$ cat src/rtl/audio_rec_ctrl.sv
// Record/playback sequencer for the PDM capture RAM: records decimated samples, plays them
// back at the sample rate with optional looping, and drives a 4-LED progress display.
`timescale 1ns/1ps
module audio_rec_ctrl #(
    parameter int unsigned ADDR_W = 17,
    parameter int unsigned DATA_W = 8
) (
    input  logic              clk,
    input  logic              reset,
    input  logic              rec_req,
    input  logic              play_req,
    input  logic              stop_req,
    input  logic              loop_en,
    input  logic              smp_valid,
    input  logic [DATA_W-1:0] smp_data,
    output logic [ADDR_W-1:0] ram_addr,
    output logic              ram_we,
    output logic [DATA_W-1:0] ram_wdata,
    input  logic [DATA_W-1:0] ram_rdata,
    output logic [DATA_W-1:0] out_data,
    output logic              out_valid,
    output logic              out_active,
    output logic [1:0]        state,
    output logic [ADDR_W:0]   rec_len,
    output logic [3:0]        led
);

    typedef enum logic [1:0] {
        StIdle = 2'b00,
        StRec  = 2'b01,
        StPlay = 2'b10
    } state_e;

    state_e              state_q, state_d;
    logic [ADDR_W-1:0]   wr_ptr_q, wr_ptr_d;
    logic [ADDR_W-1:0]   rd_ptr_q, rd_ptr_d;
    logic [ADDR_W:0]     rec_len_q, rec_len_d;
    logic [ADDR_W-1:0]   ram_addr_q, ram_addr_d;
    logic                ram_we_q, ram_we_d;
    logic [DATA_W-1:0]   ram_wdata_q, ram_wdata_d;
    logic                rd_s1_q, rd_s1_d;
    logic                rd_s2_q, rd_s2_d;
    logic                out_valid_q, out_valid_d;
    logic [DATA_W-1:0]   out_data_q, out_data_d;

    logic [ADDR_W:0]     wr_cnt;
    logic [ADDR_W:0]     rd_cnt;
    logic [1:0]          led_t;

    assign wr_cnt = {1'b0, wr_ptr_q} + 1'b1;
    assign rd_cnt = {1'b0, rd_ptr_q} + 1'b1;

    always_comb begin
        state_d     = state_q;
        wr_ptr_d    = wr_ptr_q;
        rd_ptr_d    = rd_ptr_q;
        rec_len_d   = rec_len_q;
        ram_addr_d  = ram_addr_q;
        ram_we_d    = 1'b0;
        ram_wdata_d = ram_wdata_q;
        rd_s1_d     = 1'b0;
        // Issued reads drain through the pipeline regardless of state.
        rd_s2_d     = rd_s1_q;
        out_valid_d = rd_s2_q;
        out_data_d  = rd_s2_q ? ram_rdata : out_data_q;

        unique case (state_q)
            StIdle: begin
                if (stop_req) begin
                    state_d = StIdle;
                end else if (rec_req) begin
                    state_d   = StRec;
                    wr_ptr_d  = '0;
                    rec_len_d = '0;
                end else if (play_req && (rec_len_q != '0)) begin
                    state_d  = StPlay;
                    rd_ptr_d = '0;
                end
            end
            StRec: begin
                if (smp_valid) begin
                    ram_we_d    = 1'b1;
                    ram_addr_d  = wr_ptr_q;
                    ram_wdata_d = smp_data;
                    if (&wr_ptr_q) begin
                        rec_len_d = wr_cnt;
                        state_d   = StIdle;
                    end else begin
                        wr_ptr_d = wr_ptr_q + 1'b1;
                    end
                end
                // A coincident sample is written and counted before the stop takes effect.
                if (stop_req) begin
                    rec_len_d = smp_valid ? wr_cnt : {1'b0, wr_ptr_q};
                    state_d   = StIdle;
                end
            end
            StPlay: begin
                if (stop_req) begin
                    state_d = StIdle;
                end else if (smp_valid) begin
                    rd_s1_d    = 1'b1;
                    ram_addr_d = rd_ptr_q;
                    if (rd_cnt == rec_len_q) begin
                        rd_ptr_d = '0;
                        if (!loop_en) begin
                            state_d = StIdle;
                        end
                    end else begin
                        rd_ptr_d = rd_ptr_q + 1'b1;
                    end
                end
            end
            default: begin
                state_d = StIdle;
            end
        endcase
    end

    always_ff @(posedge clk) begin
        if (reset) begin
            state_q     <= StIdle;
            wr_ptr_q    <= '0;
            rd_ptr_q    <= '0;
            rec_len_q   <= '0;
            ram_addr_q  <= '0;
            ram_we_q    <= 1'b0;
            ram_wdata_q <= '0;
            rd_s1_q     <= 1'b0;
            rd_s2_q     <= 1'b0;
            out_valid_q <= 1'b0;
            out_data_q  <= '0;
        end else begin
            state_q     <= state_d;
            wr_ptr_q    <= wr_ptr_d;
            rd_ptr_q    <= rd_ptr_d;
            rec_len_q   <= rec_len_d;
            ram_addr_q  <= ram_addr_d;
            ram_we_q    <= ram_we_d;
            ram_wdata_q <= ram_wdata_d;
            rd_s1_q     <= rd_s1_d;
            rd_s2_q     <= rd_s2_d;
            out_valid_q <= out_valid_d;
            out_data_q  <= out_data_d;
        end
    end

    // Progress bar: REC fills from the bottom, PLAY empties from the bottom.
    assign led_t = (state_q == StRec) ? wr_ptr_q[ADDR_W-1 -: 2] : rd_ptr_q[ADDR_W-1 -: 2];

    always_comb begin
        led = 4'b0000;
        unique case (state_q)
            StRec:   led = 4'b1111 >> (2'd3 - led_t);
            StPlay:  led = 4'b1111 << led_t;
            StIdle:  led = (rec_len_q != '0) ? 4'b1111 : 4'b0000;
            default: led = 4'b0000;
        endcase
    end

    assign ram_addr   = ram_addr_q;
    assign ram_we     = ram_we_q;
    assign ram_wdata  = ram_wdata_q;
    assign out_data   = out_data_q;
    assign out_valid  = out_valid_q;
    assign out_active = (state_q == StPlay);
    assign state      = state_q;
    assign rec_len    = rec_len_q;

endmodule

$ cat config.mk
export PLATFORM = sky130hd
export DESIGN_NAME = audio_rec_ctrl
export DESIGN_NICKNAME = d
export VERILOG_FILES = /design/src/rtl/audio_rec_ctrl.sv
export SDC_FILE = /design/constraint.sdc
export NUM_CORES = 1
export LEC_CHECK = 0
export CAP_MARGIN = 20
export CORE_MARGIN = 5
export CORE_UTILIZATION = 55
export CTS_BUF_LIST = sky130_fd_sc_hd__clkbuf_2
export CTS_CLUSTER_SIZE = 30
export DETAILED_ROUTE_END_ITERATION = 10
export DONT_BUFFER_PORTS = 1
export PLACE_DENSITY = 0.74
export SYNTH_ARGS = -nofsm -noshare
export SYNTH_HDL_FRONTEND = slang
export SYNTH_SLANG_ARGS = --single-unit
$ cat constraint.sdc
create_clock -name clk -period 4.7 [get_ports clk]
set_input_delay 0.94 -clock clk [delete_from_list [all_inputs] [get_ports clk]]
set_output_delay 0.94 -clock clk [all_outputs]
set_load 0.01 [all_outputs]
Word level (Yosys, flattened, before mapping)
Index checks and enable logic that the tools add are counted.

Output and inout port bits: 60. Register bits after elaboration: 91. Word-level logic and storage cells: 90. Input bits: 23.

Add/subtract/negate cells: 5. Shifts and indexed selects: 2. Multiplexer cells: 38. Equality and inequality tests: 17. Reduce and logical (&&, ||, !) cells: 15. Bitwise operators: 2.

Operators with widths (count): $mux 17 (13); $mux 18 (6); $pmux 17 s2 (3); $add 17x1->18 const B (2); $pmux 18 s2 (1); $add 17x1->17 const B (2); $mux 2 (11); $eq 18x18->1 (1); $reduce_bool 18->1 (1); $reduce_and 17->1 (1); $ne 2x2->1 const B (8); $ne 3x3->1 const B (4); $pmux 4 s3 (1); $reduce_and 6->1 (2); $reduce_and 5->1 (2); $pmux 2 s3 (1); $reduce_bool 2->1 (3); $mux 4 (1); $ne 4x4->1 const B (1); $reduce_and 4->1 (1); $shl 4x2->4 const A (1); $shr 4x2->4 const A (1); $ne 3x2->1 const B (1); $reduce_or 3->1 (1); other kinds (9) (10).

Depth between registers and ports, before layout
Gate-level depths: netlist of run 1.

Word-level depth: 6. Mapped depth: 14.

Worst setup path after synthesis of run 1
No wires, ideal clock.

Path type: reg2reg. Start point: reg wr_ptr_q[0]. End point: reg wr_ptr_q[10]. Cell stages (with the launch flop): 14. Period minus slack after synthesis: 2.872 ns. Path slack: 1.828 ns. Path buffers: 2. Data arrival time: 2.740 ns. Path through: dfxtp_1 -> ha_1 -> nand2_1 -> nor4_1 -> and3_1 -> and3_1 -> and3_1 -> ha_1 -> or2_2 -> clkbuf_1 -> clkbuf_1 -> nor2_1 -> o21ai_0 -> a21oi_1.

Word-level cells in the longest chain between the ends: 4. Elaborated cells between the ends (all ways): 7. Classes of those cells: 1 x add/sub; 1 x eq/ne; 3 x mux; 2 x reduce/logical.

Ends and longest elaborated chain: from (decl) (RTL line 35) `logic [ADDR_W-1:0] wr_ptr_q, wr_ptr_d;`; from (signal assigned) (RTL line 135) `wr_ptr_q <= wr_ptr_d;`; $add 17x1->17 (RTL line 89) `wr_ptr_d = wr_ptr_q + 1'b1;`; $mux 17 (RTL line 85) `if (&wr_ptr_q) begin`; $mux 17 (RTL line 81) `if (smp_valid) begin`; $pmux 17 s2 (RTL line 67) `unique case (state_q)`.

Parallel ways exist; a longest one is shown, timed or not. The select of a mux whose other input is x is not followed. A chain may end at the register's enable or synchronous reset.

Worst setup path after layout of run 1
Start point: reg rd_ptr_q[0]. End point: reg rd_ptr_q[2].

Word-level cells in the longest chain between the ends: 6. Elaborated cells between the ends (all ways): 7. Classes of those cells: 2 x add/sub; 1 x eq/ne; 4 x mux.

Ends and longest elaborated chain: from (decl) (RTL line 36) `logic [ADDR_W-1:0] rd_ptr_q, rd_ptr_d;`; from (signal assigned) (RTL line 136) `rd_ptr_q <= rd_ptr_d;`; $add 17x1->18 (RTL line 51) `assign rd_cnt = {1'b0, rd_ptr_q} + 1'b1;`; $eq 18x18->1 (RTL line 104) `if (rd_cnt == rec_len_q) begin`; $mux 17 * (RTL line 104); $mux 17 * (RTL line 101) `end else if (smp_valid) begin`; $mux 17 * (RTL line 99) `if (stop_req) begin`; $pmux 17 s2 * (RTL line 67).

Every way passes the cells marked *; elsewhere a longest branch is shown, timed or not. The select of a mux whose other input is x is not followed.

==> results of run 1 <==
-- where the power goes --
part / internal, W / switching (W)
logic: 0.0000165 / 0.0000351
registers: 0.000783 / 0.0000120
clock network: 0.000121 / 0.000282
-- synth_stat cells (all sizes together) (4+ instances only) --
cell    instances
a21o           12
a21oi          41
a22oi          19
a311oi         17
and2            8
and3           15
buf            18
clkbuf         34
dfxtp          91
inv             9
mux2i           8
nand2          86
nand2b          4
nand3          31
nand3b          8
nand4          12
nor2           82
nor2b           8
nor3            6
nor4            7
o21ai          23
or3            13
or4             4
xnor2          27
xor2           14
-- cell families after synthesis --
kind of cell | count (synthesis) | share of synthesized area, %
muxes | 8 | 1.65
adders and majority gates | 3 | 0.775
buffers and inverters | 61 | 5.58
AOI/OAI and AO/OA | 133 | 18.1
and+or+nand+nor | 292 | 28.9
DFF | 91 | 37.6
xor gates and xnor gates | 41 | 7.41
-- final cells by class --
type / count / area [um^2] / area share (%)
Clock buffer: 9 / 45.0 / 0.922
Clock inverter: 7 / 67.6 / 1.38
Inverter: 9 / 33.8 / 0.691
Multi-Input combinational cell: 477 / 2750 / 56.3
Sequential cell: 91 / 1820 / 37.3
Tap cell: 108 / 135 / 2.76
Timing Repair Buffer: 4 / 30.0 / 0.614
-- metrics by stage --
step / cell area [um^2] / instances / utilization (%) / hold WS, ns
after detailed placement: 4770 / 689 / 55.3 / 0.466
after CTS: 4890 / 705 / 56.6 / 0.383
after floorplan: 4840 / 629 / - / 0.414
after global placement: 4770 / 689 / 55.3 / 0.475
after global routing: 4890 / 705 / 56.6 / 0.376
final: 4890 / 705 / 56.6 / 0.404
-- final timing paths --
check	from	endpoint	slack, ns	cells after the start
worst max-delay path	rd_ptr_q[0]	rd_ptr_q[2]	1.17	9
worst min register to register	rd_s1_q	out_valid_d	0.51	1
worst max register to register	rd_ptr_q[0]	rd_ptr_q[2]	1.17	9
worst min-delay path	reset	ram_wdata[2]	0.40	1
-- metal layers --
layer	vias up	GRT usage [%]	wire, um
met4	0	10.9	435
li1	2139	-	-
met1	2096	32.1	5650
met2	191	37.5	6090
met3	41	4.48	1100
met5	-	0	0
-- worst register-to-register path: stages, from the launching register on --
cell and delay, ns:
dfxtp_1 0.51, ha_1 0.39, nand4_1 0.17, or4_4 0.58
nor4_1 0.25, a41o_1 0.14, a211oi_1 0.07, and4b_1 0.76
nor2_1 0.20, a221o_1 0.38
-- flip-flops by register name, summed over array words and instances (netlist names), 2 cells and up --
register,count
out_data,8
ram_addr,17
ram_wdata,8
rd_ptr_q,17
rec_len,18
state,2
wr_ptr_q,17
==> key figures, run 1 <==
STA
  • FMAX: approximately 280 MHz
  • Final Hold Viols: 0
  • Worst clock skew: 0.0276 ns
  • Worst slew margin: between 40 and 50%
  • Final setup violation count: 0
  • Slew Viols, Final: 0
  • Final period demand of the worst path: 3.53 ns
  • Setup TNS: 0 ns
  • Worst slew pin tran: ~0.88 ns
  • RSZ-0062 raised after global routing: no
  • Final period utilization: between 70 and 80%
  • Final setup margin: 1.17 ns

Setup path
  • CP required: between 5 and 6 ns
  • Max FO, Critical Path: 19
  • Buf/Inv on CP: 0
  • CP arrival: 4.00 ns
  • CP delay by family, top: simple AND/OR/NAND/NOR gates
  • Worst path cell trace: ha_1, nand4_1, or4_4, nor4_1, a41o_1, a211oi_1, and4b_1, nor2_1, a221o_1
  • Crit path launch type: flip-flop
  • Critical path's slowest cell: and4b_1
  • Crit end category: flip-flop
  • Crit path kind: flip-flop to flip-flop
  • CP max stage delay: roughly 0.76 ns

Pwr
  • Leakage power: between 1.5 and 2 nW
  • Tot Pwr: ~0.0012 W
  • VDD IR max: 0.000149 V
  • Power density cells: 256 nW/um^2

CTS
  • Root Driver: clkbuf_2
  • CTS Buf Count: 9
  • Postcts setup bufs: 0
  • Hold-fix buffers at CTS: 0
  • Clk_lat worst skew: 0.56 ns
  • Longest Clk Path Bufs: 2
  • CTS HTree Levels: 3
  • Clk pin slew, worst setup/hold paths: approximately 0.27 ns
  • CTS tree: yes
  • Post-CTS sizing: 0
  • Clock sinks: around 90

Logic synthesis
  • Yosys warning total: 0
  • Post-synth top area share: between 30% and 40%
  • Synthesized Nets: ~660
  • Distinct cells, synth: 50
  • Area leader, netlist: dfxtp_1
  • #FFs+latches synth: 91
  • Ys flop type: dfxtp_1
  • Ranking of synthesized cells by area: dfxtp_1 (38%), nand2_1 (6.7%), nor2_1 (6.4%), xnor2_1 (4.9%), a21oi_1 (4.2%)
  • Avg Inst Size Synth: approximately 7.7 um^2
  • Gate count after technology mapping: ~630
  • Sequential-to-total area share from yosys stat: between 30% and 40%
  • Synth Cell Area: roughly 4800 um^2
  • Number of synthesized flops with an enable pin: 0
  • Synth async-reset ratio: 0%

Floorplan
  • Num rows: 34
  • Core area: ~8600 um^2
  • Starting Density: about 56%
  • Total die area: about 11000 um^2
  • I/O pin count: 83
  • Die X: about 100 um
  • Die Y: ~100 um

Global route
  • Initial antenna violation count: 0
  • First-pass GRT wire length: around 22000 um
  • GR Util All Layers: 24.0%
  • Pin count of the biggest net entering global routing: approximately 80
  • Global route total overflow: 0
  • Vias in the first global route: about 4200

Final layout
  • Fin nets: approximately 620
  • Area growth syn-to-layout: 0.904%
  • Number of inserted diodes: 0
  • Most common cell after layout, fill and taps aside: dfxtp_1
  • Fill cells: roughly 800
  • Layout cells sized above 1: approximately 3.5%
  • Commonest non-fill, non-tap cells in the layout: dfxtp_1 (91), nand2_1 (86), nor2_1 (82)

Placement
  • Gpl congestion: approximately 0.95
  • Port-buffer cells: 0
  • Dpl ws: roughly 1.3 ns
  • Post-DP HPWL: just over 9000 um

Detailed routing
  • Initial DRC Count: 413
  • Avg Vias per Cell: around 6.3
  • Final ANT Viol Nets: 0
  • Drc violations: 0
  • Final WL: approximately 13000 um
  • Vias: approximately 4500
  • First drt pass iteration count: 7
  • Drt wl/cell: ~19 um

Job
  • Maxcap violations: 0

Run status
  • Status: finished clean

Min path
  • HP Class: input port to flip-flop
Note: power is estimated with default switching activity, not from simulation.
==> run 2: changes to the inputs <==
- clock period: 4.7 -> 3.4 ns (I/O delays scaled with it)
==> run 2 against run 1 <==
Power increased by 50%. Sequential share of layout area decreased by 0.89 points. Wire length decreased by 1.9%. Final cell count increased by 1.1%. Clock power increased by 74%. Critical path type unchanged. Highest routed layer unchanged.
==> key figures, run 2 (synthesis gave the netlist of run 1 again) <==
Final layout
  • Most common cell after layout, fill and taps aside: dfxtp_1
  • Area growth syn-to-layout: 3.36%
  • Number of inserted diodes: 0
  • Layout cells sized above 1: 5.45%
  • Commonest non-fill, non-tap cells in the layout: dfxtp_1 (91), nand2_1 (86), nor2_1 (82)
  • Max reg flops: 18
  • Fin nets: about 630

STA
  • Final setup violation count: 0
  • Final period utilization: between 90% and 100%
  • Hold slack: ~0.16 ns
  • Final Hold Viols: 0
  • RSZ-0062 raised after global routing: no
  • Setup TNS: 0 ns
  • Final setup margin: 0.270 ns
  • FMAX: between 300 and 400 MHz
  • Worst clock skew: approximately 0.026 ns
  • Final period demand of the worst path: roughly 3.1 ns
  • Worst slew pin tran: just under 0.8 ns
  • Slew Viols, Final: 0
  • Worst slew margin: between 40% and 50%

Global route
  • Initial antenna violation count: 0
  • Vias in the first global route: around 3900
  • GR Util All Layers: around a quarter
  • First-pass GRT wire length: 20700 um
  • Global route total overflow: 0
  • Pin count of the biggest net entering global routing: between 70 and 80

CTS
  • Hold-fix buffers at CTS: 0
  • CTS HTree Levels: 3
  • CTS Buf Count: 9
  • Clock sinks: 91
  • Postcts setup bufs: 0
  • Root Driver: clkbuf_2
  • CTS tree: yes
  • Clk pin slew, worst setup/hold paths: roughly 0.27 ns
  • Clk_lat worst skew: roughly 0.54 ns
  • Post-CTS sizing: 0
  • Longest Clk Path Bufs: 2

Floorplan
  • Total die area: between 10000 and 15000 um^2
  • I/O pin count: 83
  • Die Y: 104 um
  • Starting Density: about 56%
  • Die X: ~100 um
  • Num rows: 34
  • Core area: between 8000 and 9000 um^2

Placement
  • Post-DP HPWL: around 9400 um
  • Port-buffer cells: 0
  • Dpl ws: ~0.19 ns
  • Gpl congestion: between 0.9 and 1

Detailed routing
  • Final ANT Viol Nets: 0
  • First drt pass iteration count: 5
  • Drt wl/cell: 18.3 um
  • Drc violations: 0
  • Avg Vias per Cell: 6.16
  • Initial DRC Count: 292
  • Final WL: 13000 um
  • Vias: 4393

Run status
  • Status: finished clean

Setup path
  • Crit path kind: flip-flop to flip-flop
  • Crit path launch type: flip-flop
  • Worst r2r src: rd_ptr_q[0]
  • CP required: 3.86 ns
  • R2R depth: 10
  • Crit end category: flip-flop
  • Max FO, Critical Path: 9
  • CP arrival: 3.59 ns
  • Reg2reg setup slack: around 0.27 ns
  • Reg2reg end: rd_ptr_q[11]

Min path
  • Hold_sp: reset
  • Hold Path Sink: ram_wdata[4]
  • Hold Crit Depth: 1
  • HP Class: input port to flip-flop

Pwr
  • Leakage power: approximately 1.8 nW
  • Tot Pwr: approximately 0.0019 W
  • Power density cells: roughly 370 nW/um^2
  • VDD IR max: 0.000247 V

Job
  • Maxcap violations: 0
## run 2: stage by stage
step	util, %	cells	area [um^2]
after floorplan	-	629	4840
after global placement	56.0	697	4830
after detailed placement	56.0	697	4830
after CTS	57.9	713	5000
after global routing	58.0	713	5010
final	58.0	713	5010
## run 2: per-layer routing
metal	track usage [%]	routed length [um]	vias to the layer above
met5	0	0	-
met4	5.83	173	0
met3	5.16	959	22
met2	37.8	6420	140
met1	31.4	5470	2082
li1	-	-	2149
## run 2: how the worst max path moves through the flow
stage	from	to	slack, ns	cells after the start
6_report	rd_ptr_q[0]	rd_ptr_q[11]	0.27	10
5_1_grt	wr_ptr_q[1]	rec_len[17]	0.03	13
4_1_cts	wr_ptr_q[1]	rec_len[17]	0.13	13
3_5_place_dp	wr_ptr_q[1]	rec_len[17]	0.19	13
3_3_place_gp	rd_ptr_q[0]	rd_ptr_q[11]	0.26	10
2_1_floorplan	wr_ptr_q[0]	wr_ptr_q[10]	0.53	13
## run 2: final cells by class
class	instances	area [um^2]
Tap cell	108	135
Inverter	9	33.8
Clock buffer	9	45.0
Timing Repair Buffer	12	90.1
Fill cell	806	3630
Sequential cell	91	1820
Multi-Input combinational cell	477	2760
Clock inverter	7	116
## run 2: power breakdown
part	total (W)	switching, W	internal, W
combinational	0.0000747	0.0000492	0.0000254
clock	0.000701	0.000385	0.000316
sequential	0.00110	0.0000156	0.00108
total	0.00187	0.000449	0.00142
## run 2: critical path: stages (launching register included)
cell       delay [ns]
dfxtp_1          0.54
ha_2             0.33
and3_1           0.21
nand3_1          0.15
xnor2_1          0.18
a2111oi_0        0.55
and3_1           0.25
and4b_1          0.28
buf_4            0.20
nor2_1           0.06
a311o_1          0.30
